--- config.mk ---
export PLATFORM = sky130hd
export DESIGN_NAME = fetch_unit
export DESIGN_NICKNAME = d
export VERILOG_FILES = /design/src/rtl/brisc_pkg.sv /design/src/rtl/fd_reg.sv /design/src/rtl/fetch_unit.sv
export SDC_FILE = /design/constraint.sdc
export NUM_CORES = 1
export LEC_CHECK = 0
export ABC_AREA = 1
export CAP_MARGIN = 20
export CORE_ASPECT_RATIO = 2
export CORE_MARGIN = 4
export CORE_UTILIZATION = 55
export CTS_CLUSTER_DIAMETER = 50
export CTS_CLUSTER_SIZE = 12
export DETAILED_ROUTE_END_ITERATION = 16
export GPL_ROUTABILITY_DRIVEN = 1
export HOLD_SLACK_MARGIN = 0.08
export PLACE_DENSITY_LB_ADDON = 0.15
export RECOVER_POWER = 100
export SYNTH_ARGS = -nofsm -noshare
export SYNTH_HDL_FRONTEND = slang
export SYNTH_HIERARCHICAL = 1
export SYNTH_SLANG_ARGS = --single-unit
--- constraint.sdc ---
create_clock -name clk_in -period 2.8 [get_ports clk_in]
set_input_delay 0.28 -clock clk_in [delete_from_list [all_inputs] [get_ports clk_in]]
set_output_delay 0.28 -clock clk_in [all_outputs]
set_load 0.01 [all_outputs]
--- src/rtl/brisc_pkg.sv ---
`default_nettype none
// +----------------------------------------------------------------------+
// | Module      : brisc_pkg                                              |
// | Description : Shared types and constants for the brisc pipeline.     |
// | Revision    : 1.0 - fetch stage types and constants                  |
// +----------------------------------------------------------------------+
package brisc_pkg;

    typedef enum logic [1:0] {
        RUN       = 2'd0,
        WAIT_MISS = 2'd1,
        DISCARD   = 2'd2
    } fetch_state_e;

    typedef enum logic [0:0] {
        PC_PLUS4 = 1'b0,
        FROM_A   = 1'b1
    } pc_src_e;

    // addi x0, x0, 0
    localparam logic [31:0] NOP_INSTR         = 32'h0000_0013;
    localparam logic [31:0] BOOT_ADDR_DEFAULT = 32'h0000_1000;

endpackage
`default_nettype wire

--- src/rtl/fd_reg.sv ---
`default_nettype none
// +----------------------------------------------------------------------+
// | Module      : fd_reg                                                 |
// | Description : F/D pipeline register, priority flush > stall > load.  |
// | Revision    : 1.0 - initial release                                  |
// +----------------------------------------------------------------------+
module fd_reg
    import brisc_pkg::*;
#(
    parameter int ADDR_WIDTH = 32,
    parameter int ILEN       = 32
) (
    input  logic                  clk,
    input  logic                  rst_n,
    input  logic                  i_flush,
    input  logic                  i_stall,
    input  logic                  i_load,
    input  logic [ILEN-1:0]       i_instr,
    input  logic [ADDR_WIDTH-1:0] i_pc,
    output logic [ILEN-1:0]       o_instr,
    output logic [ADDR_WIDTH-1:0] o_pc,
    output logic [ADDR_WIDTH-1:0] o_pc_plus4,
    output logic                  o_valid
);

    localparam logic [ILEN-1:0]       c_nop     = ILEN'(NOP_INSTR);
    localparam logic [ADDR_WIDTH-1:0] c_pc_step = ADDR_WIDTH'(4);

    logic [ILEN-1:0]       r_instr;
    logic [ADDR_WIDTH-1:0] r_pc;
    logic [ADDR_WIDTH-1:0] r_pc_plus4;
    logic                  r_valid;

    // Reset, flush and "nothing to load" all produce the same bubble.
    always_ff @(posedge clk) begin
        if (!rst_n || i_flush) begin
            r_instr    <= c_nop;
            r_pc       <= '0;
            r_pc_plus4 <= '0;
            r_valid    <= 1'b0;
        end else if (i_stall) begin
            r_instr    <= r_instr;
            r_pc       <= r_pc;
            r_pc_plus4 <= r_pc_plus4;
            r_valid    <= r_valid;
        end else if (i_load) begin
            r_instr    <= i_instr;
            r_pc       <= i_pc;
            r_pc_plus4 <= i_pc + c_pc_step;
            r_valid    <= 1'b1;
        end else begin
            r_instr    <= c_nop;
            r_pc       <= '0;
            r_pc_plus4 <= '0;
            r_valid    <= 1'b0;
        end
    end

    assign o_instr    = r_instr;
    assign o_pc       = r_pc;
    assign o_pc_plus4 = r_pc_plus4;
    assign o_valid    = r_valid;

endmodule
`default_nettype wire

--- src/rtl/fetch_unit.sv ---
`default_nettype none
// +----------------------------------------------------------------------+
// | Module      : fetch_unit                                             |
// | Description : brisc fetch stage: PC, icache request, redirect        |
// |               tracking across misses, and the F/D register.          |
// | Revision    : 1.0 - initial release                                  |
// +----------------------------------------------------------------------+
module fetch_unit
    import brisc_pkg::*;
#(
    parameter int                    ADDR_WIDTH = 32,
    parameter int                    ILEN       = 32,
    parameter logic [ADDR_WIDTH-1:0] BOOT_ADDR  = ADDR_WIDTH'(BOOT_ADDR_DEFAULT)
) (
    input  logic                  clk_in,
    input  logic                  rst_n_in,
    input  logic                  stall_F_in,
    input  logic                  stall_D_in,
    input  logic                  flush_D_in,
    input  pc_src_e               pc_src_in,
    input  logic [ADDR_WIDTH-1:0] pc_target_A_in,
    input  logic                  icache_ready_in,
    input  logic [ILEN-1:0]       icache_instr_in,
    output logic                  icache_req_out,
    output logic [ADDR_WIDTH-1:0] icache_addr_out,
    output logic                  icache_mem_req_out,
    output logic [ILEN-1:0]       instr_D_out,
    output logic [ADDR_WIDTH-1:0] pc_D_out,
    output logic [ADDR_WIDTH-1:0] pc_plus4_D_out,
    output logic                  valid_D_out
);

    localparam logic [ADDR_WIDTH-1:0] c_pc_step    = ADDR_WIDTH'(4);
    localparam logic [ADDR_WIDTH-1:0] c_align_mask = ~ADDR_WIDTH'(3);

    fetch_state_e          r_state;
    fetch_state_e          w_state_next;
    logic [ADDR_WIDTH-1:0] r_pc;
    logic [ADDR_WIDTH-1:0] w_pc_next;
    logic                  r_pend;
    logic                  w_pend_next;
    logic [ADDR_WIDTH-1:0] r_target;
    logic [ADDR_WIDTH-1:0] w_target_next;
    logic                  r_req;
    logic                  w_redirect;
    logic [ADDR_WIDTH-1:0] w_target_in;
    logic                  w_load;

    assign w_redirect  = (pc_src_in == FROM_A);
    assign w_target_in = pc_target_A_in & c_align_mask;

    always_ff @(posedge clk_in) begin
        if (!rst_n_in) begin
            r_state  <= RUN;
            r_pc     <= BOOT_ADDR;
            r_pend   <= 1'b0;
            r_target <= '0;
            r_req    <= 1'b0;
        end else begin
            r_state  <= w_state_next;
            r_pc     <= w_pc_next;
            r_pend   <= w_pend_next;
            r_target <= w_target_next;
            r_req    <= 1'b1;
        end
    end

    always_comb begin
        w_state_next  = r_state;
        w_pc_next     = r_pc;
        w_pend_next   = r_pend;
        w_target_next = r_target;
        w_load        = 1'b0;

        if (w_redirect) begin
            w_pend_next   = 1'b1;
            w_target_next = w_target_in;
        end

        case (r_state)
            RUN: begin
                w_load = icache_ready_in && !r_pend;
                if (!icache_ready_in) begin
                    w_state_next = WAIT_MISS;
                end else if (!stall_F_in) begin
                    if (w_redirect) begin
                        w_pc_next   = w_target_in;
                        w_pend_next = 1'b0;
                    end else if (r_pend) begin
                        w_pc_next   = r_target;
                        w_pend_next = 1'b0;
                    end else begin
                        w_pc_next = r_pc + c_pc_step;
                    end
                end
            end
            WAIT_MISS: begin
                // The fill-completion cycle acts as a RUN cycle unless a
                // redirect is known, in which case the word is wrong-path.
                if (icache_ready_in) begin
                    if (r_pend || w_redirect) begin
                        w_state_next = DISCARD;
                    end else begin
                        w_state_next = RUN;
                        w_load       = 1'b1;
                        if (!stall_F_in) begin
                            w_pc_next = r_pc + c_pc_step;
                        end
                    end
                end
            end
            DISCARD: begin
                w_pc_next    = w_redirect ? w_target_in : r_target;
                w_pend_next  = 1'b0;
                w_state_next = RUN;
            end
            default: begin
                w_state_next = RUN;
            end
        endcase
    end

    assign icache_req_out     = r_req;
    assign icache_addr_out    = r_pc;
    assign icache_mem_req_out = r_req & ~icache_ready_in;

    fd_reg #(
        .ADDR_WIDTH (ADDR_WIDTH),
        .ILEN       (ILEN)
    ) u_fd_reg (
        .clk        (clk_in),
        .rst_n      (rst_n_in),
        .i_flush    (flush_D_in),
        .i_stall    (stall_D_in),
        .i_load     (w_load),
        .i_instr    (icache_instr_in),
        .i_pc       (r_pc),
        .o_instr    (instr_D_out),
        .o_pc       (pc_D_out),
        .o_pc_plus4 (pc_plus4_D_out),
        .o_valid    (valid_D_out)
    );

endmodule
`default_nettype wire

# == Word level (Yosys, flattened, before mapping) ==
# Index checks and enable logic that the tools add are counted.
# word_totals
latch_bits,0
in_bits,71
mem_count,0
romBits,0
elab_cells,56
ram_bits,0
reg_bits,165
# op_classes
shift,0
add_sub_neg,1
n_lt_le_gt_ge,0
mux,27
n_eq_ne,8
div_mod_pow,0
mul,0
reduce_logical,9
bitwise_logic,2
# ops
cell,count
$mux W32,11
$pmux W32 S3,1
$add A32 B3 Y32 const B,1
$ne A2 B2 Y1 const B,6
$mux W1,9
$mux W2,3
$reduce_and A6 Y1,1
$pmux W1 S2,2
$pmux W2 S2,1
$reduce_bool A3 Y1,1
$eq A2 B1 Y1 const B,1
$eq A2 B2 Y1 const B,1
$logic_not A1 Y1,2
$logic_not A2 Y1,1
$logic_or A1 B1 Y1,2
$reduce_and A2 Y1,1
$and A1 B1 Y1,1
$logic_and A1 B1 Y1,1
$not A1 Y1,1

# == Logic depth before layout (Yosys ltp) ==
# Gate-level depths: netlist of run 1.
# depth
word_depth,6
depth_mapped,14
mapped_depth_nobuf,12

# == Hierarchy ==
# Netlist of run 1, hierarchy kept.
# by_module_without_submodules
module,seq_area_each_um2,n_inst,area_each_um2,cells_each
fetch_unit,1361.3,1,4525.6,732
fd_reg,1901.8,1,4294.1,604

# == Least setup slack after synthesis of run 1 ==
# No wires, ideal clock.
# synth_path
kind,register -> register
startpoint,"register r_pc[3], in the netlist icache_addr_out[3]"
endpoint,"register r_pc[12], in the netlist icache_addr_out[12]"
n_path_buf,0
synth_period_minus_slack_ns,1.825
arrival_ns,1.710
t_required_ns,2.685
setup_slack_ns,0.975
stages_incl_launch_ff,12
path_cell_list,dfxtp_1 -> ha_1 -> nand3_1 -> nor2_4 -> nand2_1 -> xnor2_1 -> o21ai_0 -> nand2_1 -> nand2_1 -> nand2_1 -> nand2_1 -> nand2_1
# synth_via
elab_chain_len,6
word_cells_on_any_way,9
classes_between,add/sub (1); mux (8)
# synth_lines
element,line,text
start: declaration,fetch_unit.sv:38,logic [ADDR_WIDTH-1:0] r_pc;
start signal: assignment,fetch_unit.sv:61,r_pc <= w_pc_next;
$add A32 B3 Y32 *,"fetch_unit.sv:93, fetch_unit.sv:107",
$mux W32,fetch_unit.sv:89,end else if (r_pend) begin
$mux W32,fetch_unit.sv:86,if (w_redirect) begin
$mux W32,fetch_unit.sv:85,end else if (!stall_F_in) begin
$mux W32,fetch_unit.sv:83,if (!icache_ready_in) begin
$pmux W32 S3 *,fetch_unit.sv:80,case (r_state)
# Mark *: on every way between the ends. The rest lies on a longest branch, timed or not. The select of a mux whose other input is x is not followed.
# A chain may end at the register's enable or synchronous reset.

# == Worst setup path after layout of run 1 ==
# layout_path
startpoint,"register r_pc[2], in the netlist icache_addr_out[2]"
endpoint,"register r_pc[12], in the netlist icache_addr_out[12]"
# The elaborated chain is that of the path after synthesis.

==> flow_summary_export.csv, run 1 <==
group,metric,value,unit
status,result_of_the_run,"completed",
sta,finalSetupTns,0,ns
finish,drive_gt1_frac,0.0773,
grt,globalRouteMet2Util,0.530,
logic_synthesis,post-synth-top-area-cell,"sky130_fd_sc_hd__dfxtp_1",
logic_synthesis,yosys.area_share.simple,0.333,
logic_synthesis,synth.yosys.warnings,6,
grt,grt_first_pass_wirelength,45100,um
finish,seq_area,3260,um^2
placement,numPortBuffers,199,
finish,diodes,0,
sta,setup_viol,0,
sta,finalCritPeriodShare,0.898,
grt,grt_busiest_layer,"met2",
sta,finalWorstPathRequiredPeriod,2.51,ns
logic_synthesis,postSynthNetCount,1414,
logic_synthesis,dominantRegCellSynth,"sky130_fd_sc_hd__dfxtp_1",
detailed_routing,routed_wirelength,28400,um
clock_tree,cts_tree,"built",
clock_tree,cts_setup_buffers,0,
logic_synthesis,postSynthCellCount,1336,
logic_synthesis,netlist_area,8820,um^2
logic_synthesis,post_synth_arst_share,0,
grt,met1_usage,0.314,
clock_tree,cts_hold_buf,0,
critical_path,timing.critical_path.required,3.12,ns
sta,final-hold-violation-count,0,
grt,largest_net_degree_at_the_start_of_global_routing,56,
critical_path,worstSetupStartpointType,"register",
finish,nNetsFinal,1606,
critical_path,worstPathArrival,2.84,ns
logic_synthesis,synth_top_area_frac,0.370,
critical_path,path_max_fanout,9,
power_and_ir_drop,power.static_leakage,5.12,nW
clock_tree,clock_root_buffer,"sky130_fd_sc_hd__clkbuf_16",
detailed_routing,post_drt_via_cell_ratio,5.52,
finish,finish.utilization,0.736,
logic_synthesis,post_synth_num_cell_types,51,
finish,filler_cell_count,1345,
floorplan,placement_rows,65,
logic_synthesis,total_of_flip_flops_plus_latches_after_synthesis,163,
clock_tree,worstSkewPairLatency,0.43,ns
placement,placement.setup.worst_slack,0.564,ns
floorplan,initial_utilization,0.559,
logic_synthesis,synth-xor-area-share,0.0155,
logic_synthesis,sequential_element_share_of_the_synthesized_area,0.370,
detailed_routing,vias,9616,
worst_hold_path,min-delay-path-class,"input port to register",
sta,final_critical_path_setup_slack,0.285,ns
grt,grt_use_met3,0.0556,
grt,grt.total_usage,0.304,
critical_path,rr_worst_depth,11,
logic_synthesis,portion_of_netlist_area_occupied_by_mux_cells,0,
finish,fin_cells,1741,
grt,grt.overflow.total,0,
power_and_ir_drop,ir_worst_vdd,0.000659,V
floorplan,die_area,18200,um^2
detailed_routing,dr.first_iter.drc_count,457,
logic_synthesis,synth_enable_flop_cells,0,
power_and_ir_drop,power_per_cell_area,732,nW/um^2
clock_tree,clockBufferDepth,2,
floorplan,floorplan.core_area,15800,um^2
power_and_ir_drop,power.total,8.50,mW
sta,report.final.slew_viol_count,0,
sta,rsz0062_at_grt,"false",
finish,area_delta_synth_final,31.6,%
logic_synthesis,yosys.cell_count.top_type,"sky130_fd_sc_hd__nand2_1",
logic_synthesis,synthesis.area_per_instance,6.60,um^2
clock_tree,clock_sink_count,163,
floorplan,chip_width,97.5,um
flow_run,cap_viol_max_count,0,
detailed_routing,antenna_left,0,
sta,max_clock_freq,0.398,GHz
detailed_routing,routed_wire_length_per_instance,16.3,um
critical_path,critical_path_class,"register to register",
placement,dpl.cell_count,1710,
logic_synthesis,synth_compound_gate_area_share,0.176,
clock_tree,postCtsResizedCells,0,
grt,antenna_found_initial,0,
detailed_routing,drcViolationCount,0,
logic_synthesis,combinational_family_with_the_most_area_after_synthesis,"simple AND/OR/NAND/NOR gates",
sta,timing.slew.headroom,0.408,
sta,clock_skew,0.00756,ns
grt,via_count_of_the_first_global_routing_pass,9376,
finish,multi_input_comb_area,4710,um^2
sta,timing_worst_slew_pin_value,0.888,ns
placement,hpwlAfterDp,20200,um
clock_tree,clock_tree.htree_level_count,4,
critical_path,timing.critical_path.to_type,"register",
worst_hold_path,whs_path_depth,4,
clock_tree,cts.clk_slew.worst_paths,0.06,ns
clock_tree,cts_buffers,17,
logic_synthesis,yosys-top-cells-count,"413 x sky130_fd_sc_hd__nand2_1, 163 x sky130_fd_sc_hd__dfxtp_1, 149 x sky130_fd_sc_hd__a21oi_1",
logic_synthesis,synthAdderAreaFrac,0.00993,
detailed_routing,drt_first_pass_iters,5,
floorplan,die_height,187,um
placement,place.gp.congestion,0.927,
floorplan,top_level_ports,202,
logic_synthesis,synth.top_cells.by_area,"sky130_fd_sc_hd__dfxtp_1 37%, sky130_fd_sc_hd__nand2_1 18%, sky130_fd_sc_hd__a21oi_1 8.5%",
==> path summary, 6_finish.rpt <==
kind,start,to,slack [ns]
worst max-delay path,icache_addr_out[2],icache_addr_out[12],0.29
worst min-delay path,stall_D_in,u_fd_reg/o_instr[0],0.21
worst max register to register,icache_addr_out[2],icache_addr_out[12],0.29
worst min register to register,r_target[1],r_target[1],0.44
==> stage by stage <==
step	hold WS [ns]	cell area, um^2
2_1_floorplan	0.308	8820
3_3_place_gp	0.427	11000
3_5_place_dp	0.433	11000
4_1_cts	0.204	11700
5_1_grt	0.223	11600
6_report	0.215	11600
==> area by class of cell <==
| cell class | count | share of cell area |
|---|---|---|
| Clock buffer | 17 | 0.0367 |
| Timing Repair Buffer | 238 | 0.194 |
| Inverter | 131 | 0.0424 |
| Tap cell | 201 | 0.0217 |
| Multi-Input combinational cell | 977 | 0.406 |
| Sequential cell | 163 | 0.281 |
| Clock inverter | 14 | 0.0183 |
==> critical path, stage by stage (launching register included) <==
cell                      delay (ns)
sky130_fd_sc_hd__dfxtp_1        0.54
sky130_fd_sc_hd__ha_1           0.34
sky130_fd_sc_hd__nand3_1        0.20
sky130_fd_sc_hd__nor2_1         0.54
sky130_fd_sc_hd__nand2_1        0.16
sky130_fd_sc_hd__xnor2_1        0.17
sky130_fd_sc_hd__o21ai_0        0.16
sky130_fd_sc_hd__nand2_1        0.07
sky130_fd_sc_hd__nand2_1        0.06
sky130_fd_sc_hd__nand2_1        0.05
sky130_fd_sc_hd__nand2_1        0.05
sky130_fd_sc_hd__nand2_1        0.06
==> flip-flops by register name (all words and copies together), names as in the netlist <==
signal / cells
icache_req_out: 1
icache_addr_out: 32
u_fd_reg/o_pc: 32
r_state: 2
r_target: 32
r_pend: 1
u_fd_reg/o_pc_plus4: 30
u_fd_reg/o_instr: 32
u_fd_reg/o_valid: 1
==> routing by layer <==
| layer | wire, um | up-vias |
|---|---|---|
| met1 | 10200 | 4394 |
| met5 | 0 | - |
| met2 | 14300 | 430 |
| met4 | 2090 | 0 |
| li1 | - | 4673 |
| met3 | 1830 | 119 |
==> cells in the final DEF (no fill, tap or decap), types with 5 or more instances in the layout <==
master,instances
sky130_fd_sc_hd__dfxtp_1,163
sky130_fd_sc_hd__buf_4,19
sky130_fd_sc_hd__nand4_1,10
sky130_fd_sc_hd__o21ai_1,11
sky130_fd_sc_hd__clkbuf_16,17
sky130_fd_sc_hd__nand2_1,413
sky130_fd_sc_hd__bufinv_16,5
sky130_fd_sc_hd__inv_2,6
sky130_fd_sc_hd__nand3_1,59
sky130_fd_sc_hd__a21oi_1,149
sky130_fd_sc_hd__ha_1,7
sky130_fd_sc_hd__nor2_4,15
sky130_fd_sc_hd__o21ai_0,90
sky130_fd_sc_hd__nor2_1,121
sky130_fd_sc_hd__dlygate4sd3_1,124
sky130_fd_sc_hd__clkbuf_1,15
sky130_fd_sc_hd__nor2_2,8
sky130_fd_sc_hd__xor2_1,6
sky130_fd_sc_hd__nand2_2,13
sky130_fd_sc_hd__clkdlybuf4s50_1,73
sky130_fd_sc_hd__nor3_1,7
sky130_fd_sc_hd__o211ai_1,8
sky130_fd_sc_hd__o22ai_1,6
sky130_fd_sc_hd__inv_1,124
==> kinds of logic (layout without fill, tap and decap cells) <==
kind of cell    after synthesis  in the layout
simple gates                668            668
compound gates              289            289
xor+xnor                     13             13
fa+ha+maj                     7              7
flops                       163            163
buf+inv                     196            400
==> power by group <==
part,internal [mW],switching (mW)
Clock,1.58,0.977
Combinational,1.11,1.82
Sequential,2.57,0.443
No activity file was read; power rests on OpenSTA's default activity.
==> run 2: changes to the inputs <==
Settings changed: CORE_UTILIZATION 55 to 50.
==> flow_summary_export.csv, run 2 (synthesis results as in run 1) <==
group,metric,value,unit
finish,drive_gt1_frac,0.0806,
sta,finalSetupTns,0,ns
finish,area_delta_synth_final,30.9,%
critical_path,worstSetupStartpointType,"register",
clock_tree,clock_sink_count,163,
grt,via_count_of_the_first_global_routing_pass,8846,
sta,max_clock_freq,0.404,GHz
detailed_routing,routed_wire_length_per_instance,15.9,um
critical_path,timing.critical_path.to_type,"register",
floorplan,die_height,196,um
sta,setup_viol,0,
clock_tree,cts_setup_buffers,0,
clock_tree,cts_hold_buf,0,
finish,layout_commonest_cell,"sky130_fd_sc_hd__nand2_1",
grt,largest_net_degree_at_the_start_of_global_routing,93,
clock_tree,cts.clk_slew.worst_paths,0.07,ns
power_and_ir_drop,power_per_cell_area,709,nW/um^2
finish,diodes,0,
worst_hold_path,min-delay-path-class,"input port to register",
placement,hpwlAfterDp,20300,um
sta,clock_skew,0.0119,ns
detailed_routing,wl_met2,14700,um
detailed_routing,antenna_left,0,
detailed_routing,met3RoutedLength,1890,um
sta,report.final.slew_viol_count,0,
clock_tree,cts_buffers,17,
floorplan,top_level_ports,202,
placement,placement.setup.worst_slack,0.468,ns
sta,final_critical_path_setup_slack,0.322,ns
floorplan,floorplan.core_area,17300,um^2
grt,grt.overflow.total,0,
clock_tree,clockBufferDepth,2,
detailed_routing,post_drt_via_cell_ratio,5.39,
status,result_of_the_run,"completed",
sta,finalWorstPathRequiredPeriod,2.48,ns
power_and_ir_drop,ir_worst_vdd,0.000471,V
placement,place.gp.congestion,0.914,
finish,filler_cell_count,1604,
detailed_routing,vias,9428,
floorplan,initial_utilization,0.511,
finish,finish.utilization,0.668,
finish,nNetsFinal,1604,
sta,hold_ws,0.219,ns
detailed_routing,wirelength_met1,9860,um
clock_tree,cts_tree,"built",
critical_path,timing.critical_path.required,3.12,ns
critical_path,critical_path_class,"register to register",
floorplan,placement_rows,68,
clock_tree,clock_tree.htree_level_count,4,
finish,finish.instance_area,11500,um^2
grt,antenna_found_initial,0,
placement,numPortBuffers,199,
detailed_routing,drt_first_pass_iters,6,
flow_run,cap_viol_max_count,0,
detailed_routing,dr.first_iter.drc_count,579,
power_and_ir_drop,power.static_leakage,5.09,nW
clock_tree,clock_root_buffer,"sky130_fd_sc_hd__clkbuf_16",
sta,rsz0062_at_grt,"false",
detailed_routing,drcViolationCount,0,
sta,final-hold-violation-count,0,
detailed_routing,routed_wirelength,27800,um
critical_path,path_max_fanout,15,
sta,finalCritPeriodShare,0.885,
finish,layout_common_cells,"413 x sky130_fd_sc_hd__nand2_1, 163 x sky130_fd_sc_hd__dfxtp_1, 149 x sky130_fd_sc_hd__a21oi_1",
grt,grt_first_pass_wirelength,43900,um
clock_tree,worstSkewPairLatency,0.43,ns
sta,timing_worst_slew_pin_value,1.27,ns
floorplan,chip_width,102,um
grt,grt.total_usage,0.275,
placement,dpl-instance-area,11000,um^2
detailed_routing,top_signal_layer_used,"met4",
sta,timing.slew.headroom,0.152,
clock_tree,postCtsResizedCells,0,
critical_path,worstPathArrival,2.80,ns
floorplan,die_area,20000,um^2
run 2: worst paths after layout:
check                    from                   to  slack (ns)  cells past startpoint
setup / recovery   r_state[1]  icache_addr_out[18]        0.32                      7
hold / removal     stall_D_in  u_fd_reg/o_instr[4]        0.22                      4
setup reg to reg   r_state[1]  icache_addr_out[18]        0.32                      7
hold reg to reg   r_target[0]          r_target[0]        0.44                      2
run 2: layout make-up:
class | instances | area [um^2] | share of cell area
Clock buffer | 18 | 439 | 0.0380
Tap cell | 210 | 263 | 0.0228
Inverter | 131 | 492 | 0.0426
Multi-Input combinational cell | 977 | 4710 | 0.408
Timing Repair Buffer | 236 | 2240 | 0.194
Clock inverter | 14 | 129 | 0.0112
Sequential cell | 163 | 3260 | 0.283
run 2: layer usage:
| layer | track usage | vias to the layer above |
|---|---|---|
| met3 | 0.0416 | 96 |
| met1 | 0.294 | 4284 |
| met5 | 0 | - |
| met2 | 0.499 | 382 |
| li1 | - | 4666 |
| met4 | 0.152 | 0 |
run 2: report_power, final:
group / switching [mW] / internal [mW]
combinational: 1.76 / 1.11
sequential: 0.480 / 2.57
clock: 1.00 / 1.26
run 2: metrics by stage:
step                      std cells  power, mW
after CTS                      1749       8.32
after detailed placement       1717       6.05
final                          1749       8.18
after global routing           1749       8.68
after floorplan                1336       4.71
after global placement         1717       6.00
run 2: critical path, cell delays in order, from the launching register on:
cell                       delay (ns)
sky130_fd_sc_hd__dfxtp_1         0.36
sky130_fd_sc_hd__inv_1           0.10
sky130_fd_sc_hd__ha_1            0.39
sky130_fd_sc_hd__clkbuf_1        0.25
sky130_fd_sc_hd__clkinv_1        0.51
sky130_fd_sc_hd__clkbuf_1        0.46
sky130_fd_sc_hd__a21oi_1         0.24
sky130_fd_sc_hd__nor2_1          0.05
==> run 3: changes to the inputs <==
Clock period 2.8 ns to 2.7 ns, I/O delays scaled along.
==> flow_summary_export.csv, run 3 (synthesis results as in run 1) <==
group,metric,value,unit
sta,finalCritPeriodShare,0.866,
finish,layout_common_cells,"413 x sky130_fd_sc_hd__nand2_1, 163 x sky130_fd_sc_hd__dfxtp_1, 150 x sky130_fd_sc_hd__a21oi_1",
floorplan,placement_rows,68,
clock_tree,cts_buffers,17,
clock_tree,clock_root_buffer,"sky130_fd_sc_hd__clkbuf_16",
power_and_ir_drop,power.static_leakage,5.11,nW
detailed_routing,dr.first_iter.drc_count,465,
critical_path,critical_path_class,"register to register",
clock_tree,clock_sink_count,163,
clock_tree,cts_hold_buf,0,
detailed_routing,drt_first_pass_iters,8,
sta,report.final.slew_viol_count,0,
placement,numPortBuffers,199,
detailed_routing,drcViolationCount,0,
detailed_routing,vias,9392,
grt,grt.total_usage,0.282,
power_and_ir_drop,ir_worst_vdd,0.000664,V
sta,hold_ws,0.202,ns
flow_run,cap_viol_max_count,0,
clock_tree,cts.clk_slew.worst_paths,0.07,ns
floorplan,initial_utilization,0.511,
detailed_routing,antenna_left,0,
critical_path,worstSetupStartpointType,"register",
detailed_routing,routed_wire_length_per_instance,16.2,um
grt,grt_first_pass_wirelength,44600,um
finish,nNetsFinal,1607,
floorplan,die_height,196,um
finish,layout_commonest_cell,"sky130_fd_sc_hd__nand2_1",
grt,antenna_found_initial,1,
detailed_routing,post_drt_via_cell_ratio,5.36,
clock_tree,cts_setup_buffers,0,
power_and_ir_drop,power_per_cell_area,762,nW/um^2
critical_path,path_max_fanout,9,
worst_hold_path,min-delay-path-class,"input port to register",
status,result_of_the_run,"completed",
detailed_routing,routed_wirelength,28400,um
critical_path,worstPathArrival,2.70,ns
grt,grt.overflow.total,0,
placement,placement.setup.worst_slack,0.419,ns
sta,final-hold-violation-count,0,
sta,finalWorstPathRequiredPeriod,2.34,ns
placement,dpl.cell_count,1720,
floorplan,floorplan.core_area,17300,um^2
sta,timing.slew.headroom,0.126,
sta,finalSetupTns,0,ns
grt,largest_net_degree_at_the_start_of_global_routing,93,
clock_tree,cts_tree,"built",
finish,drive_gt1_frac,0.0760,
floorplan,top_level_ports,202,
critical_path,timing.critical_path.to_type,"register",
clock_tree,worstSkewPairLatency,0.43,ns
sta,final_critical_path_setup_slack,0.361,ns
clock_tree,clock_tree.htree_level_count,4,
sta,rsz0062_at_grt,"false",
placement,hpwlAfterDp,20500,um
critical_path,timing.critical_path.required,3.06,ns
floorplan,die_area,20000,um^2
sta,clock_skew,0.0133,ns
grt,via_count_of_the_first_global_routing_pass,9172,
floorplan,chip_width,102,um
sta,max_clock_freq,0.428,GHz
finish,filler_cell_count,1596,
sta,timing_worst_slew_pin_value,1.31,ns
clock_tree,clockBufferDepth,2,
sta,setup_viol,0,
clock_tree,postCtsResizedCells,0,
finish,fin_cells,1751,
finish,area_delta_synth_final,31.9,%
placement,place.gp.congestion,0.935,
finish,finish.utilization,0.674,
==> run 3: cell types whose count changed in the layout (fill, tap and decap cells not counted), sizes merged <==
cell and delta:
diode +1, clkinvlp -1, dlygate4sd3 -5, buf +1, bufinv +4, clkdlybuf4s50 +5
inv -3, clkinv -5, clkbuf +5
==> run 3: per-layer routing <==
layer  GRT usage  wire length, um  share of wire
met2       0.504            14600           0.52
met1       0.298            10300           0.36
met5           0                0              0
met4       0.177             1610          0.057
met3      0.0431             1910          0.067
==> run 3: report_power, final <==
part	total (mW)	switching [mW]	internal (mW)
registers	3.11	0.450	2.66
logic	3.12	1.92	1.19
clock network	2.63	0.974	1.66
total	8.86	3.35	5.52
==> run 3: final timing paths <==
kind	from	end	slack, ns	depth (start not counted)
worst min-delay path	stall_D_in	u_fd_reg/o_instr[4]	0.20	4
worst min register to register	r_target[1]	r_target[1]	0.44	2
worst max-delay path	icache_addr_out[13]	icache_addr_out[31]	0.36	10
worst max register to register	icache_addr_out[13]	icache_addr_out[31]	0.36	10
==> run 3: cell type report <==
type | count | area (um^2) | area share
sequential | 163 | 3260 | 0.280
timing repair buffer | 239 | 2280 | 0.196
clock inverter | 9 | 179 | 0.0154
antenna | 1 | 2.50 | 0.000215
tap | 210 | 263 | 0.0226
clock buffer | 21 | 450 | 0.0387
multi-input combinational | 977 | 4700 | 0.404
inverter | 131 | 492 | 0.0423
==> run 3: through the flow <==
step	power, mW	cell area (um^2)
3_3_place_gp	6.28	11100
4_1_cts	9.00	11700
6_report	8.86	11600
5_1_grt	9.35	11600
2_1_floorplan	4.89	8820
3_5_place_dp	6.35	11100
==> run 3: worst max-delay path: stages, from the launching register on <==
cell	delay, ns
sky130_fd_sc_hd__dfxtp_1	0.61
sky130_fd_sc_hd__nand2_1	0.15
sky130_fd_sc_hd__nor2_1	0.23
sky130_fd_sc_hd__nand2_1	0.08
sky130_fd_sc_hd__nor2_1	0.53
sky130_fd_sc_hd__nand3_1	0.20
sky130_fd_sc_hd__nand3_1	0.14
sky130_fd_sc_hd__nand2_1	0.05
sky130_fd_sc_hd__nand2_1	0.05
sky130_fd_sc_hd__nand3_1	0.06
sky130_fd_sc_hd__a21oi_1	0.15
